<file path="config.mk">
export PLATFORM = sky130hd
export DESIGN_NAME = jk_bank_ctrl
export DESIGN_NICKNAME = d
export VERILOG_FILES = /design/src/rtl/jk_bank_ctrl.sv
export SDC_FILE = /design/constraint.sdc
export NUM_CORES = 1
export LEC_CHECK = 0
export ABC_AREA = 1
export BUFFER_PORTS_ARGS = -buffer_cell sky130_fd_sc_hd__buf_2
export CAP_MARGIN = 20
export CORE_MARGIN = 5
export CORE_UTILIZATION = 45
export CTS_BUF_LIST = sky130_fd_sc_hd__clkbuf_8
export DETAILED_ROUTE_END_ITERATION = 12
export GPL_ROUTABILITY_DRIVEN = 0
export GPL_TIMING_DRIVEN = 0
export PLACE_DENSITY = 0.69
export SYNTH_ARGS = -nofsm -noshare
export SYNTH_HDL_FRONTEND = slang
export SYNTH_SLANG_ARGS = --single-unit
</file>
<file path="constraint.sdc">
create_clock -name Clk -period 2.6 [get_ports Clk]
set_input_delay 0.26 -clock Clk [delete_from_list [all_inputs] [get_ports Clk]]
set_output_delay 0.26 -clock Clk [all_outputs]
set_load 0.01 [all_outputs]
</file>
<file path="src/rtl/jk_bank_ctrl.sv">
// jk_bank_ctrl: sequencer for an external bank of WIDTH JK flip-flops.
// Drives per-bit J/K so the bank clears, loads in parallel, or counts
// N steps up or down. The bank has no reset, so it is cleared while this
// block sits in INIT.
//
// Ports:
//   Clk        clock; the bank and this block sample on the rising edge
//   Rst_b      asynchronous active-low reset
//   cmd_valid  command present
//   cmd_ready  command accepted on cmd_valid && cmd_ready at a rising edge
//   cmd_op     00 COUNT_UP, 01 COUNT_DOWN, 10 LOAD, 11 CLEAR
//   cmd_data   LOAD value in [WIDTH-1:0]; COUNT step count in [CNTW-1:0]
//   abort      cancels an in-progress COUNT_UP/COUNT_DOWN
//   Q          current bank state
//   J, K       per-bit drive to the bank
//   busy       high in every state except IDLE
//   tc         one-cycle pulse after a counter wrap
module jk_bank_ctrl #(
  parameter int WIDTH = 4,
  parameter int CNTW  = 8,
  localparam int DW   = (WIDTH > CNTW) ? WIDTH : CNTW
) (
  input  logic             Clk,
  input  logic             Rst_b,
  input  logic             cmd_valid,
  output logic             cmd_ready,
  input  logic [1:0]       cmd_op,
  input  logic [DW-1:0]    cmd_data,
  input  logic             abort,
  input  logic [WIDTH-1:0] Q,
  output logic [WIDTH-1:0] J,
  output logic [WIDTH-1:0] K,
  output logic             busy,
  output logic             tc
);

  typedef enum logic [2:0] {
    S_INIT,
    S_IDLE,
    S_LOAD,
    S_CLR,
    S_UP,
    S_DOWN
  } state_t;

  typedef enum logic [1:0] {
    OP_UP    = 2'b00,
    OP_DOWN  = 2'b01,
    OP_LOAD  = 2'b10,
    OP_CLEAR = 2'b11
  } op_t;

  state_t           state;
  logic [CNTW-1:0]  rem;
  logic [WIDTH-1:0] ldval;
  logic [WIDTH-1:0] m_up;
  logic [WIDTH-1:0] m_down;
  logic [CNTW-1:0]  n_steps;

  assign n_steps   = cmd_data[CNTW-1:0];
  assign cmd_ready = (state == S_IDLE);
  assign busy      = (state != S_IDLE);

  // Toggle masks: bit i toggles when all lower bits are 1 (up) or 0 (down).
  always_comb begin
    m_up      = '0;
    m_down    = '0;
    m_up[0]   = 1'b1;
    m_down[0] = 1'b1;
    for (int unsigned i = 1; i < WIDTH; i++) begin
      m_up[i]   = m_up[i-1] & Q[i-1];
      m_down[i] = m_down[i-1] & ~Q[i-1];
    end
  end

  always_comb begin
    J = '0;
    K = '0;
    case (state)
      S_INIT, S_CLR: begin
        J = '0;
        K = '1;
      end
      S_LOAD: begin
        J = ldval;
        K = ~ldval;
      end
      S_UP: begin
        if (!abort) begin
          J = m_up;
          K = m_up;
        end
      end
      S_DOWN: begin
        if (!abort) begin
          J = m_down;
          K = m_down;
        end
      end
      default: begin
        J = '0;
        K = '0;
      end
    endcase
  end

  always_ff @(posedge Clk or negedge Rst_b) begin
    if (!Rst_b) begin
      state <= S_INIT;
      rem   <= '0;
      ldval <= '0;
      tc    <= 1'b0;
    end else begin
      tc <= 1'b0;
      case (state)
        S_INIT: state <= S_IDLE;
        S_IDLE: begin
          if (cmd_valid) begin
            case (op_t'(cmd_op))
              OP_LOAD: begin
                ldval <= cmd_data[WIDTH-1:0];
                state <= S_LOAD;
              end
              OP_CLEAR: state <= S_CLR;
              OP_UP, OP_DOWN: begin
                // A zero-length count is consumed without leaving IDLE.
                if (n_steps != '0) begin
                  rem   <= n_steps;
                  state <= (cmd_op == OP_UP) ? S_UP : S_DOWN;
                end
              end
              default: state <= S_IDLE;
            endcase
          end
        end
        S_LOAD, S_CLR: state <= S_IDLE;
        S_UP, S_DOWN: begin
          if (abort) begin
            state <= S_IDLE;
          end else begin
            rem <= rem - 1'b1;
            tc  <= (state == S_UP) ? (&Q) : ~(|Q);
            if (rem == CNTW'(1)) state <= S_IDLE;
          end
        end
        default: state <= S_INIT;
      endcase
    end
  end

endmodule

</file>
======== After elaboration in Yosys (flattened, before gate mapping) ========
Cells that the tools add are included.
operators by class
  div/mod/pow operators ................... 0
  $mul .................................... 0
  bitwise gates (word level) .............. 9
  muxes and demuxes ....................... 19
  $lt $le $gt $ge ......................... 0
  $add $sub $neg .......................... 1
  shifts and indexed selects .............. 0
  eq/ne operators ......................... 16
  reductions and logical operators ........ 13
operator list
  kind                   number
  $mux W8                4
  $pmux W3 S3            2
  $pmux W4 S4            1
  $pmux W8 S2            1
  $mux W3                4
  $pmux W4 S3            1
  $eq A8 B1 Y1 const B   1
  $mux W4                2
  $reduce_bool A8 Y1     1
  $sub A8 B1 Y8 const B  1
  $eq A3 B2 Y1 const B   2
  $eq A3 B3 Y1 const B   2
  $ne A3 B3 Y1 const B   2
  $reduce_and A3 Y1      2
  $reduce_or A2 Y1       3
  $reduce_and A5 Y1      1
  $and A1 B1 Y1          4
  $eq A2 B2 Y1 const B   2
  $mux W1                4
  $ne A2 B1 Y1 const B   2
  $ne A2 B2 Y1 const B   2
  $not A1 Y1             4
  $not A4 Y4             1
  $reduce_and A4 Y1      1
  other kinds (8)        8
storage, ports and cells
  output and inout port bits .............. 11
  bits in latches ......................... 0
  word-level logic and storage cells ...... 62
  input bits .............................. 18
  RAM bits ................................ 0
  flip-flop bits (word level) ............. 16
  memory bits (read-only) ................. 0
  memories ................................ 0

======== Longest topological paths before layout ========
Gate-level depths: netlist (run 1).
  depth in word-level cells ............... 6
  gate-level depth with buffers ........... 9
  mapped depth without buffers ............ 9

======== Least setup slack after synthesis (run 1) ========
Ideal clock, no wire load.
  path type ............................... flip-flop to output port
  from .................................... register state[0]
  to ...................................... output port J[1]
  slack ................................... 1241 ps
  arrival time ............................ 1099 ps
  data required time ...................... 2340 ps
  path buffers ............................ 0
  cell stages (with the launch flop) ...... 6
  cell sequence ........................... dfrtp_1 -> inv_1 -> nand2_1 -> nor2_1 -> inv_1 -> o21ai_0
between the ends
  cells in the longest elaborated chain, start to end .. 2
  elaborated cells on any way between the ends .. 4
  those cells by class .................... eq/ne: 3; mux: 1
ends and longest elaborated chain
  element                                              RTL line  text
  start: declaration                                   53        state_t state;
  start signal: assignment                             129       state <= (cmd_op == OP_UP) ? S_UP : S_DOWN;
  $eq A3 B3 Y1 / $eq A3 B2 Y1 (equally long branches)  79        case (state)
  $pmux W4 S3 (*)                                      79
  end: declaration                                     31        output logic [WIDTH-1:0] J,
Every way passes the cells marked *; elsewhere a longest branch is shown, timed or not.

======== Worst setup path after layout (run 1) ========
  from .................................... register state[0]
  to ...................................... output port J[3]
The elaborated chain is that of the path after synthesis.

==> results of run 1 <==
==> synth_stat cells <==
library cell | number | share of area
nand2_1 | 66 | 0.20
inv_1 | 24 | 0.073
nor2_1 | 17 | 0.052
dfrtp_1 | 16 | 0.33
nand3_1 | 15 | 0.061
o21ai_0 | 11 | 0.045
a21oi_1 | 5 | 0.020
nand2_2 | 5 | 0.025
inv_2 | 3 | 0.0092
nand4_1 | 3 | 0.015
nor2_4 | 3 | 0.028
nor3_1 | 3 | 0.012
o21ai_1 | 3 | 0.012
ha_1 | 2 | 0.020
nand3b_1 | 2 | 0.012
nor4_1 | 2 | 0.010
a21boi_0 | 1 | 0.0061
a31oi_1 | 1 | 0.0051
and3_1 | 1 | 0.0051
buf_4 | 1 | 0.0061
nand3_4 | 1 | 0.014
nand4_2 | 1 | 0.010
nor2_8 | 1 | 0.016
o211ai_1 | 1 | 0.0061
o21bai_1 | 1 | 0.0061
==> path summary, 6_finish.rpt <==
path | from | cells past startpoint | to
hold reg to reg | ldval[1] | 2 | ldval[1]
setup / recovery | state[0] | 6 | J[3]
min in group asynchronous | Rst_b | 2 | rem[6]
setup reg to reg | state[2] | 6 | rem[3]
max in group asynchronous | Rst_b | 2 | ldval[2]
hold / removal | cmd_data[1] | 3 | ldval[1]
==> repair_timing <==
action,in CTS,in global routing
resized for setup,0,0
hold endpoints to repair,16,0
hold buffers,1,0
==> through the flow <==
stage          instances  cell area, sq um  total power, mW  setup slack (ps)
2_1_floorplan        189              1230             1.19              1240
3_3_place_gp         248              1410             1.44              1090
3_5_place_dp         248              1410             1.45              1080
4_1_cts              253              1470             1.67               794
5_1_grt              253              1470             1.86               649
6_report             253              1470             1.65               815
==> power by group <==
part / internal [mW] / leakage, nW / switching [mW]
sequential: 0.361 / 0.201 / 0.110
combinational: 0.366 / 0.596 / 0.598
clock: 0.134 / 0.0288 / 0.0828
==> sequential cells by signal, summed over array words and instances, names as in the netlist <==
| signal | flops |
|---|---|
| ldval | 4 |
| state | 3 |
| tc | 1 |
| rem | 8 |
==> cells by family after synthesis <==
group,count (synthesis)
flops,16
compound gates,23
simple gates,120
buf+inv,28
fa+ha+maj,2
==> cell type report <==
cell class                      count  area [sq um]
Clock buffer                        4          55.1
Timing Repair Buffer               29           150
Fill cell                         289          1210
Sequential cell                    16           400
Tap cell                           31          38.8
Buffer                              1          7.51
Multi-Input combinational cell    145           718
Inverter                           27           101
==> layer usage <==
metal	global-route usage	part of all wire
met1	0.188	0.45
met2	0.266	0.49
met3	0.0270	0.049
met4	0.0461	0.013
met5	0	0
==> critical path, delay by kind of cell (launching register included) <==
family,cells,cell delay [ps]
DFF,1,420
buffers and inverters,3,370
and+or+nand+nor,2,320
AOI/OAI and AO/OA,1,170
==> out/metrics.yaml, run 1 <==
io_buffers: 28
cp_data_arrival_time_ps: 1520
path_clk_slew_ps: 60
fin_hold_ws_ps: 291
htreeDepth: 1
setup_tns_ps: 0
grt_pass1_vias: 1128
die_area_sq_um: 3870
status: "completed"
dr.pass1.iters: 4
clock_latency_ps: 250
p_per_area_nw_per_um2: 1120
netlist_area_sq_um: 1230
grt_max_degree: 17
crit_slowest_cell: "dfrtp_1"
rows: 19
synth_seq_cells: 16
synth_xor_area_frac: 0
rsz0062_at_grt: "no"
min_period_over_period: 0.686
grt_pass1_wl_microns: 4940
synthAdderAreaFrac: 0.0204
relSlewSlack: 0.753
areaGrowthSynthToFinish_pct: 19.9
skew_ps: 3.19
routedWlPerCell_microns: 11.0
dr_total_vias: 1219
ff2ff_setup_slack_ps: 1160
yosysUniqueCellTypes: 25
die_h_microns: 62.2
cts_tree: "yes"
drv_cap: 0
clkSinkCount: 16
crit_path_start_kind: "register"
path_class: "reg2out"
tightest_slew_ps: 370
syn_area_per_cell_sq_um: 6.49
numCtsBuffers: 3
dpl.hpwl_microns: 2250
io_pins: 29
drive_above_1_share: 0.212
utilization: 0.548
viasPerCell: 4.82
antennaDiodeCount: 0
cts.repair_timing.setup_buffer_count: 0
timing.final.max_slew_violations: 0
track_usage: 0.152
synth_top_family_by_area: "simple AND/OR/NAND/NOR gates"
peakVddDrop_uv: 678
wl_microns: 2780
synthCells: 189
cp-end-kind: "primary output"
cp_cell_sequence: "inv_1, nand2_1, nor2_1, inv_1, o211ai_1, buf_2"
clockBufferDepth: 2
timing.fmax_mhz: 560
final_common_cell: "nand2_1"
seq_area_frac_synth: 0.326
start_util: 0.457
cp_common_cell: "inv_1"
overflow: 0
synthSimpleGateAreaFrac: 0.464
die_w_microns: 62.2
first_iter_violations: 69
finalHoldViolCount: 0
syn_nets: 209
min_path_type: "in2reg"
power_leakage_nw: 0.825
antenna_found_initial: 0
max_stage_delay_ps: 420
layout_common_cells: "nand2_1, buf_2, inv_1, nor2_1, dfrtp_1"
crit_fanout: 5
ant_nets: 0
ys_warn_count: 0
period_minus_slack_ps: 1780
synth.area.mux_share: 0
core_area_sq_um: 2690
route.detailed.drc: 0
synth-compound-area-share: 0.101
setup_viol: 0
required_ps: 2340
root_buffer: "clkbuf_8"
final_nets: 243
No activity file was read; power rests on OpenSTA's default activity.
==> inputs of run 2 (changes only) <==
==> constraint.sdc (replaced) <==
create_clock -name Clk -period 1.85 [get_ports Clk]
set_input_delay 0.185 -clock Clk [delete_from_list [all_inputs] [get_ports Clk]]
set_output_delay 0.185 -clock Clk [all_outputs]
set_load 0.01 [all_outputs]
==> out/metrics.yaml, run 2 (synthesized netlist as in run 1, its figures left out) <==
start_util: 0.457
top_register: "rem"
reg2reg_to: "rem[3]"
antenna_found_initial: 0
relSlewSlack: 0.755
tightest_slew_ps: 367
peakVddDrop_uv: 953
viasPerCell: 4.84
grt_pass1_wl_microns: 4940
path_class: "reg2out"
clockBufferDepth: 2
period_minus_slack_ps: 1700
final_common_cell: "nand2_1"
layout_common_cells: "nand2_1, buf_2, inv_1, nor2_1, dfrtp_1"
power_leakage_nw: 0.825
core_area_sq_um: 2690
dpl.hpwl_microns: 2250
r2r-start: "state[2]"
die_h_microns: 62.2
dr_total_vias: 1225
routedWlPerCell_microns: 10.9
skew_ps: 3.45
grt_pass1_vias: 1128
cp_data_arrival_time_ps: 1510
setup_viol: 0
drive_above_1_share: 0.216
min_period_over_period: 0.918
cp-end-kind: "primary output"
numCtsBuffers: 3
dpl-instance-area_sq_um: 1410
io_buffers: 28
min_path_type: "in2reg"
crit_fanout: 5
largest_reg_flops: 8
min_path_cells: 3
clkSinkCount: 16
grt_max_degree: 17
largestRegisters: "rem: 8 flops, ldval: 4 flops, state: 3 flops"
met2_length_microns: 1350
wl_microns: 2770
ff2ff_setup_slack_ps: 400
utilization: 0.549
track_usage: 0.152
path_clk_slew_ps: 60
worstRegToRegCells: 6
finalNonFillerCells: 253
fin_area_sq_um: 1470
htreeDepth: 1
first_iter_violations: 67
antennaDiodeCount: 0
ant_nets: 0
dp_cells: 248
p_total_mw: 2.32
clock_latency_ps: 250
min_delay_worst_endpoint: "ldval[1]"
rows: 19
wl_met3_microns: 138
wl_met1_microns: 1240
finalHoldViolCount: 0
status: "completed"
io_pins: 29
dr.pass1.iters: 4
setup_tns_ps: 0
timing.final.max_slew_violations: 0
route.detailed.drc: 0
crit_path_start_kind: "register"
top_layer: "met4"
cts_tree: "yes"
areaGrowthSynthToFinish_pct: 20.1
timing.fmax_mhz: 589
required_ps: 1660
cts.repair_timing.setup_buffer_count: 0
p_per_area_nw_per_um2: 1580
die_w_microns: 62.2
rsz0062_at_grt: "no"
die_area_sq_um: 3870
final_nets: 243
overflow: 0
min_from: "cmd_data[1]"
root_buffer: "clkbuf_8"
drv_cap: 0
run 2: cell counts in the layout (fill, tap and decap cells not counted):
Identical to the previous run, type by type.
run 2: metal layers:
layer / up-vias / GRT usage
li1: 670 / -
met1: 521 / 0.188
met2: 28 / 0.266
met3: 6 / 0.0270
met4: 0 / 0.0461
met5: - / 0
run 2: worst max path at each step:
stage | slack, ps | endpoint | from
global placement | 420 | K[0] | state[0]
floorplan | 540 | rem[4] | state[2]
detailed placement | 380 | rem[2] | state[2]
global route | 0.9 | J[1] | state[2]
finish | 150 | J[1] | state[2]
CTS | 120 | J[3] | state[0]
run 2: repair_timing:
| action | 4_1_cts | 5_1_grt |
|---|---|---|
| hold buffers | 1 | 0 |
| setup endpoints to repair | 0 | 2 |
| gates resized for setup | 0 | 1 |
| hold endpoints to repair | 16 | 0 |
run 2: critical path, stage by stage (launching register included):
cell     delay [ps]
dfrtp_1         460
inv_2           120
nor2_4           40
nand2_1          80
inv_1            70
a31oi_1         230
o21ai_0         110
buf_2           150
run 2: where the power goes:
group	switching [mW]	internal [mW]
sequential	0.155	0.507
clock	0.116	0.189
combinational	0.841	0.515
total	1.11	1.21
run 2: metrics by stage:
stage / setup slack, ps / hold slack [ps]
6_report: 152 / 216
5_1_grt: 0.924 / 219
4_1_cts: 119 / 210
3_5_place_dp: 382 / 130
3_3_place_gp: 415 / 126
2_1_floorplan: 540 / -111
run 2: final cells by class:
class	count	area (sq um)
inverter	27	101
tap	31	38.8
fill	289	1210
clock buffer	4	55.1
multi-input combinational	145	721
sequential	16	400
timing repair buffer	29	150
buffer	1	7.51
==> inputs of run 3 (changes only) <==
==> constraint.sdc (replaced) <==
create_clock -name Clk -period 1.85 [get_ports Clk]
set_input_delay 0.2775 -clock Clk [delete_from_list [all_inputs] [get_ports Clk]]
set_output_delay 0.2775 -clock Clk [all_outputs]
set_load 0.01 [all_outputs]
==> out/metrics.yaml, run 3 (synthesized netlist as in run 1, its figures left out) <==
crit_slowest_cell: "dfrtp_1"
p_total_mw: 2.33
dr_total_vias: 1225
dr.pass1.iters: 4
setup_viol: 0
route.detailed.drc: 0
numCtsBuffers: 3
clockBufferDepth: 2
peakVddDrop_uv: 957
track_usage: 0.152
cp_cell_sequence: "inv_1, nand2_1, nor2_2, inv_1, o211ai_1, buf_2"
timing.fmax_mhz: 587
tightest_slew_ps: 368
min_period_over_period: 0.922
layout_common_cells: "nand2_1, buf_2, inv_1, nor2_1"
ant_nets: 0
final_common_cell: "nand2_1"
min_path_type: "in2reg"
crit_fanout: 5
cp-end-kind: "primary output"
die_w_microns: 62.2
die_area_sq_um: 3870
largest_reg_flops: 8
min_path_cells: 3
cp_common_cell: "inv_1"
utilization: 0.554
relSlewSlack: 0.755
grt_pass1_vias: 1128
r2r-start: "state[2]"
fin_area_sq_um: 1490
antenna_found_initial: 0
start_util: 0.457
min_from: "cmd_data[1]"
p_per_area_nw_per_um2: 1570
die_h_microns: 62.2
viasPerCell: 4.84
path_clk_slew_ps: 60
grt_max_degree: 17
core_area_sq_um: 2690
routedWlPerCell_microns: 11.0
required_ps: 1570
root_buffer: "clkbuf_8"
io_pins: 29
min_delay_worst_endpoint: "ldval[1]"
ff2ff_setup_slack_ps: 430
worstRegToRegCells: 6
overflow: 0
reg2reg_to: "rem[3]"
final_nets: 243
htreeDepth: 1
clkSinkCount: 16
max_stage_delay_ps: 420
status: "completed"
top_register: "rem"
areaGrowthSynthToFinish_pct: 21.2
io_buffers: 28
antennaDiodeCount: 0
crit_path_start_kind: "register"
period_minus_slack_ps: 1710
drv_cap: 0
timing.final.ws_setup_ps: 145
skew_ps: 3.53
dp_cells: 248
timing.final.max_slew_violations: 0
wl_microns: 2780
cp_data_arrival_time_ps: 1430
path_class: "reg2out"
grt_pass1_wl_microns: 4940
rsz0062_at_grt: "no"
finalNonFillerCells: 253
dpl.hpwl_microns: 2250
dpl-instance-area_sq_um: 1410
setup_tns_ps: 0
crit_start: "state[0]"
drive_above_1_share: 0.230
place_ws_ps: 308
clock_latency_ps: 250
power_leakage_nw: 0.824
rows: 19
cts.repair_timing.setup_buffer_count: 0
first_iter_violations: 55
cts_tree: "yes"
fin_hold_ws_ps: 308
finalHoldViolCount: 0
largestRegisters: "rem: 8 flops, ldval: 4 flops, state: 3 flops"
[run 3: how the worst max path moves through the flow]
stage | endpoint | slack [ps] | cells past startpoint
after floorplan | J[1] | 470 | 5
after global placement | K[0] | 320 | 6
after detailed placement | J[3] | 310 | 6
after CTS | J[3] | 30 | 6
after global routing | K[3] | 5 | 6
final | J[3] | 140 | 6
[run 3: cell type report]
type	instances	area, sq um
plain buffers	1	7.51
clock buffers	4	55.1
fillers	289	1200
inverters	27	101
multi-input cells	145	733
flip-flops and latches	16	402
well taps	31	38.8
repair buffers	29	150
[run 3: what timing repair did]
item	4_1_cts	5_1_grt
endpoints found under the hold margin	16	0
gates resized for setup	0	4
setup endpoints to repair	0	5
hold buffers	1	0
[run 3: power by group]
group          internal [mW]  switching, mW
combinational          0.517          0.845
clock                  0.189          0.116
sequential             0.509          0.155
total                   1.21           1.12
[run 3: critical path: cells and delay by family (launching register included)]
family / cells / cell delay (ps)
buffers and inverters: 3 / 350
AND/OR/NAND/NOR: 2 / 260
flip-flops: 1 / 420
AO/OA/AOI/OAI: 1 / 160
[run 3: layer usage]
metal | track usage | vias up | part of all wire
met5 | 0 | - | 0
li1 | - | 669 | -
met2 | 0.266 | 28 | 0.49
met1 | 0.188 | 522 | 0.45
met3 | 0.0270 | 6 | 0.051
met4 | 0.0461 | 0 | 0.013
